## config.mk

```make
export PLATFORM = sky130hd
export DESIGN_NAME = n_bit_array_multiplier
export DESIGN_NICKNAME = d
export VERILOG_FILES = /design/src/rtl/n_bit_array_multiplier.sv
export SDC_FILE = /design/constraint.sdc
export NUM_CORES = 1
export LEC_CHECK = 0
export CAP_MARGIN = 10
export CORE_ASPECT_RATIO = 1.75
export CORE_MARGIN = 8
export CORE_UTILIZATION = 25
export CTS_BUF_LIST = sky130_fd_sc_hd__clkbuf_16
export DETAILED_ROUTE_END_ITERATION = 10
export HOLD_SLACK_MARGIN = 0.08
export SLEW_MARGIN = 20
export SYNTH_ARGS = -nofsm -noshare
export SYNTH_HDL_FRONTEND = slang
export SYNTH_SLANG_ARGS = --single-unit
```

## constraint.sdc

```tcl
create_clock -name clk -period 32.7 [get_ports clk]
set_input_delay 3.27 -clock clk [delete_from_list [all_inputs] [get_ports clk]]
set_output_delay 3.27 -clock clk [all_outputs]
set_load 0.02 [all_outputs]
```

## src/rtl/n_bit_array_multiplier.sv

```systemverilog
// Unsigned N x N array multiplier built from AND-gate partial products and
// rows of ripple-carry adder cells. PROD is purely combinational. PROD_R is a
// registered copy with an asynchronous active-low clear.

// One-bit half adder cell; it sits at the LSB of each adder row.
module half_adder (
    input  logic a,
    input  logic b,
    output logic s,
    output logic co
);
    assign s  = a ^ b;
    assign co = a & b;
endmodule

// One-bit full adder cell; it fills every adder row position above the LSB.
module full_adder (
    input  logic a,
    input  logic b,
    input  logic ci,
    output logic s,
    output logic co
);
    assign s  = a ^ b ^ ci;
    assign co = (a & b) | (ci & (a ^ b));
endmodule

module n_bit_array_multiplier #(
    parameter int unsigned N = 8
) (
    input  logic           clk,
    input  logic           reset_n,
    input  logic [N-1:0]   A,
    input  logic [N-1:0]   B,
    output logic [2*N-1:0] PROD,
    output logic [2*N-1:0] PROD_R
);

    // pp[i][j] = A[j] & B[i]
    logic [N-1:0] pp    [N];
    // acc[i] = {row carry-out, row sum bits}. Bit 0 is final product bit i,
    // and bits N:1 are the shifted input to the next row.
    logic [N:0]   acc   [N];
    // Ripple carries inside rows 1..N-1.
    logic [N-1:0] carry [1:N-1];

    for (genvar i = 0; i < N; i++) begin : g_pp
        assign pp[i] = A & {N{B[i]}};
    end

    // Row 0 has nothing to add to, so it passes straight through.
    assign acc[0] = {1'b0, pp[0]};

    for (genvar i = 1; i < N; i++) begin : g_row
        for (genvar j = 0; j < N; j++) begin : g_cell
            if (j == 0) begin : g_ha
                half_adder u_ha (
                    .a  (pp[i][0]),
                    .b  (acc[i-1][1]),
                    .s  (acc[i][0]),
                    .co (carry[i][0])
                );
            end else begin : g_fa
                full_adder u_fa (
                    .a  (pp[i][j]),
                    .b  (acc[i-1][j+1]),
                    .ci (carry[i][j-1]),
                    .s  (acc[i][j]),
                    .co (carry[i][j])
                );
            end
        end
        assign acc[i][N] = carry[i][N-1];
    end

    for (genvar i = 0; i < N; i++) begin : g_prod_lo
        assign PROD[i] = acc[i][0];
    end
    assign PROD[2*N-1:N] = acc[N-1][N:1];

    // Registered product; reset clears it immediately without waiting for clk.
    always_ff @(posedge clk or negedge reset_n) begin
        if (!reset_n) begin
            PROD_R <= '0;
        end else begin
            PROD_R <= PROD;
        end
    end

endmodule

```

==> flow_metrics.py, run 1 <==
metrics = {
    "run_status": {
        "outcome": "complete, no violations",
    },
    "drt": {
        "via_count": 1266,
        "drc": 0,
        "viasPerCell": 4.15,
        "drt_pre_antenna_iters": 3,
        "ant_nets": 0,
        "totalWireLength_um": 3830,
        "drtIter0Drc": 30,
        "wl_per_cell_um": 12.6,
    },
    "floorplanning": {
        "row_count": 43,
        "die_y_um": 134,
        "core_area_um2": 7800,
        "io_pins": 50,
        "dieArea_um2": 11100,
        "die_x_um": 83.3,
        "floorplan.initialDensity_pct": 25.4,
    },
    "timing": {
        "hold_viol_final": 0,
        "slew_headroom_pct": 50.5,
        "setup_ws_ns": 15.87,
        "setup_viol": 0,
        "rsz0062_at_grt": "false",
        "finalCritPeriodShare_pct": 51.5,
        "maxSlewViolCount": 0,
        "tns_ns": 0,
        "min_period_ns": 16.83,
        "max_freq_mhz": 59.4,
        "worstMarginPinSlew_ns": 0.740,
    },
    "hold_path": {
        "hp-class": "in -> async",
    },
    "clocking": {
        "cts_buffers": 3,
        "ctsResizeCount": 0,
        "cts_tree": "built",
        "cts.path.max_buffers": 2,
        "cts.sinks": 16,
        "htreeDepth": 1,
        "post_cts_buffers": 0,
        "clk_pin_slew_ns": 0.05,
        "cts-root-buf": "clkbuf_16",
        "cts_hold_buf": 0,
    },
    "place": {
        "io_buffers": 49,
        "dp_slack_ns": 15.78,
        "dpl_cell_area_um2": 2440,
        "gp_congestion": 0.757,
        "dpl.hpwl_um": 3490,
    },
    "layout": {
        "final_core_util_pct": 32.3,
        "fin_nets": 290,
        "regMostFlops": "PROD_R",
        "largest_reg_flops": 16,
        "diodes": 0,
        "drive_gt1_share_pct": 1.40,
        "final_common_cell": "clkdlybuf4s50_1",
        "final_cell_mix": "49 x clkdlybuf4s50_1, 48 x fa_1, 47 x nand2_1",
        "top_regs": "PROD_R x16",
        "area_delta_synth_final_pct": 27.5,
        "design_area_um2": 2520,
        "fillCellCount": 782,
    },
    "synth": {
        "netlist_area_um2": 1980,
        "synthCells": 182,
        "synth-seq-cells": 16,
        "synth_nets": 256,
        "ys_types": 8,
        "synth_area_per_cell_um2": 10.9,
        "yosys_warnings": 0,
        "ys_seq_area_share_pct": 20.2,
    },
    "worst_setup_path": {
        "setup.worst_path.class": "in -> out",
        "end_kind": "output port",
        "start_kind": "input port",
        "path_max_fanout": 8,
        "worstPathArrival_ns": 13.56,
        "critical_path_required_ns": 29.43,
    },
    "global_routing": {
        "gr-usage-all-layers_pct": 8.02,
        "grt_pass1_vias": 1525,
        "grt_pass1_wl_um": 7200,
        "grt_overflow_total": 0,
        "grt_max_degree": 17,
        "antenna_found_initial": 0,
    },
    "run": {
        "cap_viol_max_count": 0,
    },
}
-- metrics by stage --
step                      hold slack (ns)  instances
after floorplan                      2.97        182
after global placement               3.77        301
after detailed placement             3.77        301
after CTS                            3.50        305
after global routing                 3.55        305
final                                3.46        305
-- synthesized netlist by cell type (all sizes together) --
cell	count	area, um^2
nand2	47	176
inv	26	97.6
and2	17	106
fa	48	961
dfrtp	16	400
buf	20	138
ha	8	100
-- worst paths after layout --
check	startpoint	to	slack, ns
max	B[0]	PROD[14]	15.87
min	reset_n	PROD_R[2]	3.46
max in group asynchronous	reset_n	PROD_R[10]	28.77
min in group clk	A[0]	PROD_R[0]	3.79
-- routing by layer --
layer	vias to the layer above	GRT usage, %	share of wire, %
met5	-	0	0
met4	0	4.42	2.4
li1	573	-	-
met2	28	15.2	59
met3	5	2.44	6.9
met1	660	7.21	32
-- logic make-up (layout without fill, tap and decap cells) --
| group | count (synthesis) | after routing | share of synthesized area, % |
|---|---|---|---|
| flops | 16 | 16 | 20.2 |
| buf+inv | 46 | 79 | 11.9 |
| fa+ha+maj | 56 | 56 | 53.6 |
| simple gates | 64 | 64 | 14.3 |
-- worst max-delay path, stage by stage --
cell	delay, ns
clkdlybuf4s50_1	0.64
and2_1	0.18
ha_1	0.14
inv_1	0.05
fa_1	0.45
fa_1	0.46
fa_1	0.46
fa_1	0.46
fa_1	0.46
fa_1	0.58
fa_1	0.45
fa_1	0.43
fa_1	0.45
fa_1	0.50
fa_1	0.52
fa_1	0.52
fa_1	0.52
fa_1	0.45
fa_1	0.38
fa_1	0.39
fa_1	0.39
fa_1	0.36
inv_1	0.07
fa_1	0.42
clkdlybuf4s50_1	0.56
-- cell type report --
type                            instances  area (um^2)  area share (%)
Clock inverter                          1         3.75           0.149
Sequential cell                        16          400            15.9
Clock buffer                            3         75.1            2.97
Inverter                               26         97.6            3.87
Multi-Input combinational cell        120         1340            53.2
Timing Repair Buffer                   49          490            19.4
Tap cell                               90          113            4.46
Power of run 1 is not shown: default switching activity piles up to over one toggle a cycle in this logic, so the estimate is an artifact.
==> inputs of run 2 (changes only) <==
==> constraint.sdc (replaced) <==
create_clock -name clk -period 16.9 [get_ports clk]
set_input_delay 1.69 -clock clk [delete_from_list [all_inputs] [get_ports clk]]
set_output_delay 1.69 -clock clk [all_outputs]
set_load 0.02 [all_outputs]
==> run 2 against run 1 <==
Net effect:
- worst hold slack lost 1.6 ns
- clock-buffer cell count is the same
- global-route usage grew 0.22 points
- cell count is the same
- flip-flop and latch count is the same
- critical endpoint unchanged
- highest routed layer unchanged
==> flow_metrics.py, run 2 (synthesized netlist as in run 1, its figures left out) <==
metrics = {
    "clocking": {
        "cts.path.max_buffers": 2,
        "cts_tree": "built",
        "cts-root-buf": "clkbuf_16",
        "cts_hold_buf": 0,
        "cts.sinks": 16,
        "post_cts_buffers": 0,
        "ctsResizeCount": 0,
        "clk_pin_slew_ns": 0.05,
        "cts_buffers": 3,
        "htreeDepth": 1,
    },
    "place": {
        "io_buffers": 49,
        "gp_congestion": 0.757,
        "dpl.hpwl_um": 3570,
    },
    "timing": {
        "finalCritPeriodShare_pct": 81.0,
        "hold_viol_final": 0,
        "worstMarginPinSlew_ns": 0.746,
        "rsz0062_at_grt": "false",
        "maxSlewViolCount": 0,
        "min_period_ns": 13.69,
        "setup_viol": 0,
        "max_freq_mhz": 73.0,
        "slew_headroom_pct": 50.1,
        "tns_ns": 0,
    },
    "drt": {
        "drt_pre_antenna_iters": 4,
        "totalWireLength_um": 3920,
        "drtIter0Drc": 33,
        "ant_nets": 0,
        "drc": 0,
        "via_count": 1286,
        "wl_per_cell_um": 12.8,
        "viasPerCell": 4.22,
    },
    "global_routing": {
        "antenna_found_initial": 0,
        "grt_pass1_vias": 1562,
        "grt_max_degree": 17,
        "gr-usage-all-layers_pct": 8.24,
        "grt_pass1_wl_um": 7300,
        "grt_overflow_total": 0,
    },
    "worst_setup_path": {
        "setup.worst_path.class": "in -> out",
        "path_max_fanout": 8,
        "worstPathArrival_ns": 12.00,
        "critical_path_required_ns": 15.21,
        "end_kind": "output port",
        "start_kind": "input port",
    },
    "layout": {
        "final_cell_mix": "49 x clkdlybuf4s50_1, 48 x fa_1, 47 x nand2_1",
        "diodes": 0,
        "fin_nets": 290,
        "final_common_cell": "clkdlybuf4s50_1",
        "seqCellArea_um2": 400,
        "regMostFlops": "PROD_R",
        "largest_reg_flops": 16,
        "drive_gt1_share_pct": 1.40,
        "multiInputGateArea_um2": 1340,
        "fillCellCount": 794,
        "top_regs": "PROD_R x16",
        "area_delta_synth_final_pct": 27.5,
    },
    "floorplanning": {
        "io_pins": 50,
        "die_x_um": 83.3,
        "die_y_um": 134,
        "row_count": 43,
        "core_area_um2": 7800,
        "floorplan.initialDensity_pct": 25.4,
        "dieArea_um2": 11100,
    },
    "hold_path": {
        "hp-class": "in -> async",
    },
    "run_status": {
        "outcome": "complete, no violations",
    },
    "run": {
        "cap_viol_max_count": 0,
    },
}
## run 2: cell counts in the layout (fill, tap and decap cells not counted)
No cell type changed its count.
## run 2: final timing paths
kind                       startpoint    endpoint  slack, ns  cells after the start
min in group clk                 A[0]   PROD_R[0]       2.22                      2
worst min-delay path          reset_n   PROD_R[2]       1.88                      1
worst max-delay path             B[0]    PROD[14]       3.21                     25
max in group asynchronous     reset_n  PROD_R[14]      14.55                      1
## run 2: per-stage QoR
stage,instance area [um^2],instances,setup WS [ns],util (%),hold WS [ns]
2_1_floorplan,1980,182,4.50,-,1.39
3_3_place_gp,2440,301,3.23,31.3,2.19
6_report,2520,305,3.21,32.3,1.88
5_1_grt,2520,305,2.74,32.3,1.96
4_1_cts,2520,305,3.12,32.3,1.92
3_5_place_dp,2440,301,3.12,31.3,2.19
## run 2: layer usage
metal / routed length (um) / part of all wire (%) / global-route usage (%)
met3: 244 / 6.2 / 2.20
met5: 0 / 0 / 0
met4: 106 / 2.7 / 5.01
met1: 1160 / 30 / 7.04
met2: 2400 / 61 / 16.1
## run 2: final cells by class
cell class                 count  area share, %
clock inverter                 1          0.149
timing repair buffer          49           19.4
multi-input combinational    120           53.2
inverter                      26           3.87
tap                           90           4.46
sequential                    16           15.9
clock buffer                   3           2.97
## run 2: critical path: stages
cell and delay [ns]:
clkdlybuf4s50_1 0.63, and2_1 0.18, ha_1 0.14, inv_1 0.05, fa_1 0.46, fa_1 0.46
fa_1 0.47, fa_1 0.47, fa_1 0.46, fa_1 0.58, fa_1 0.45, fa_1 0.43
fa_1 0.45, fa_1 0.50, fa_1 0.52, fa_1 0.52, fa_1 0.52, fa_1 0.44
fa_1 0.38, fa_1 0.39, fa_1 0.39, fa_1 0.36, inv_1 0.07, fa_1 0.42
clkdlybuf4s50_1 0.56
Power of run 2 is left out for the same reason.
==> inputs of run 3 (changes only) <==
==> constraint.sdc (replaced) <==
create_clock -name clk -period 13.9 [get_ports clk]
set_input_delay 1.39 -clock clk [delete_from_list [all_inputs] [get_ports clk]]
set_output_delay 1.39 -clock clk [all_outputs]
set_load 0.02 [all_outputs]
==> run 3 against run 2 <==
Net effect:
- global-route usage decreased by 0.12 points
- flip-flop and latch count unchanged
- worst hold slack got worse by 0.30 ns
- core utilization unchanged
- worst setup slack got worse by 2.4 ns
- via count decreased by 0.39%
- die area unchanged
- final area unchanged
- first-iteration DRC count decreased by 12%
- critical path depth unchanged
==> flow_metrics.py, run 3 (synthesized netlist as in run 1, its figures left out) <==
metrics = {
    "timing": {
        "hold_viol_final": 0,
        "rsz0062_at_grt": "false",
        "worstMarginPinSlew_ns": 0.740,
        "finalCritPeriodShare_pct": 94.0,
        "setup_viol": 0,
        "tns_ns": 0,
        "maxSlewViolCount": 0,
        "max_freq_mhz": 76.5,
        "slew_headroom_pct": 50.5,
        "min_period_ns": 13.07,
    },
    "floorplanning": {
        "row_count": 43,
        "io_pins": 50,
        "floorplan.initialDensity_pct": 25.4,
        "die_x_um": 83.3,
        "die_y_um": 134,
        "core_area_um2": 7800,
        "dieArea_um2": 11100,
    },
    "clocking": {
        "cts_buffers": 3,
        "cts.path.max_buffers": 2,
        "cts.sinks": 16,
        "cts_hold_buf": 0,
        "post_cts_buffers": 0,
        "htreeDepth": 1,
        "clk_pin_slew_ns": 0.05,
        "cts_tree": "built",
        "cts-root-buf": "clkbuf_16",
        "ctsResizeCount": 0,
    },
    "global_routing": {
        "grt_max_degree": 17,
        "gr-usage-all-layers_pct": 8.11,
        "grt_pass1_vias": 1533,
        "met3_usage_pct": 2.26,
        "antenna_found_initial": 0,
        "grt-busiest-layer": "met2",
        "grt_use_met2_pct": 15.5,
        "use_met1_pct": 7.39,
        "grt_overflow_total": 0,
        "grt_pass1_wl_um": 7250,
    },
    "layout": {
        "regMostFlops": "PROD_R",
        "final_cells": 305,
        "final_cell_mix": "49 x clkdlybuf4s50_1, 48 x fa_1, 47 x nand2_1",
        "largest_reg_flops": 16,
        "top_regs": "PROD_R x16",
        "drive_gt1_share_pct": 1.40,
        "area_delta_synth_final_pct": 27.5,
        "diodes": 0,
        "design_area_um2": 2520,
        "final_common_cell": "clkdlybuf4s50_1",
        "fin_nets": 290,
    },
    "drt": {
        "drt_pre_antenna_iters": 4,
        "wl_per_cell_um": 12.6,
        "viasPerCell": 4.20,
        "via_count": 1281,
        "drc": 0,
        "ant_nets": 0,
        "totalWireLength_um": 3840,
        "drtIter0Drc": 29,
    },
    "run_status": {
        "outcome": "complete, no violations",
    },
    "worst_setup_path": {
        "path_max_fanout": 8,
        "critical_path_required_ns": 12.51,
        "end_kind": "output port",
        "worstPathArrival_ns": 11.68,
        "start_kind": "input port",
        "setup.worst_path.class": "in -> out",
    },
    "run": {
        "cap_viol_max_count": 0,
    },
    "place": {
        "dpl_cell_area_um2": 2440,
        "dpl.hpwl_um": 3480,
        "dp_cells": 301,
        "io_buffers": 49,
        "gp_congestion": 0.757,
    },
    "hold_path": {
        "hp-class": "in -> async",
    },
}
[run 3: routing by layer]
layer / vias to the layer above / part of all wire, %
met3: 4 / 5.9
li1: 576 / -
met1: 672 / 32
met4: 0 / 2.0
met2: 29 / 60
met5: - / 0
[run 3: worst paths after layout]
path / end / slack, ns / from / depth (start not counted)
worst max-delay path: PROD[14] / 0.83 / B[0] / 25
worst min-delay path: PROD_R[1] / 1.58 / reset_n / 1
max in group asynchronous: PROD_R[9] / 11.85 / reset_n / 1
min in group clk: PROD_R[0] / 1.91 / A[0] / 2
[run 3: final cells by class]
cell class,count,area (um^2)
tap,90,113
clock inverter,1,3.75
fill,793,5280
timing repair buffer,49,490
sequential,16,400
multi-input combinational,120,1340
clock buffer,3,75.1
inverter,26,97.6
[run 3: critical path, stage by stage]
cell and delay (ns):
clkdlybuf4s50_1 0.65, and2_1 0.18, ha_1 0.14, inv_1 0.05, fa_1 0.45, fa_1 0.46
fa_1 0.46, fa_1 0.46, fa_1 0.46, fa_1 0.58, fa_1 0.45, fa_1 0.43
fa_1 0.45, fa_1 0.50, fa_1 0.52, fa_1 0.52, fa_1 0.52, fa_1 0.45
fa_1 0.38, fa_1 0.39, fa_1 0.38, fa_1 0.36, inv_1 0.07, fa_1 0.42
clkdlybuf4s50_1 0.56
[run 3: metrics by stage]
step	util [%]	hold slack, ns	worst slack, ns
2_1_floorplan	-	1.09	2.10
3_3_place_gp	31.3	1.89	0.833
3_5_place_dp	31.3	1.89	0.735
4_1_cts	32.3	1.62	0.730
5_1_grt	32.3	1.66	0.331
6_report	32.3	1.58	0.830
Power of run 3 is left out for the same reason.
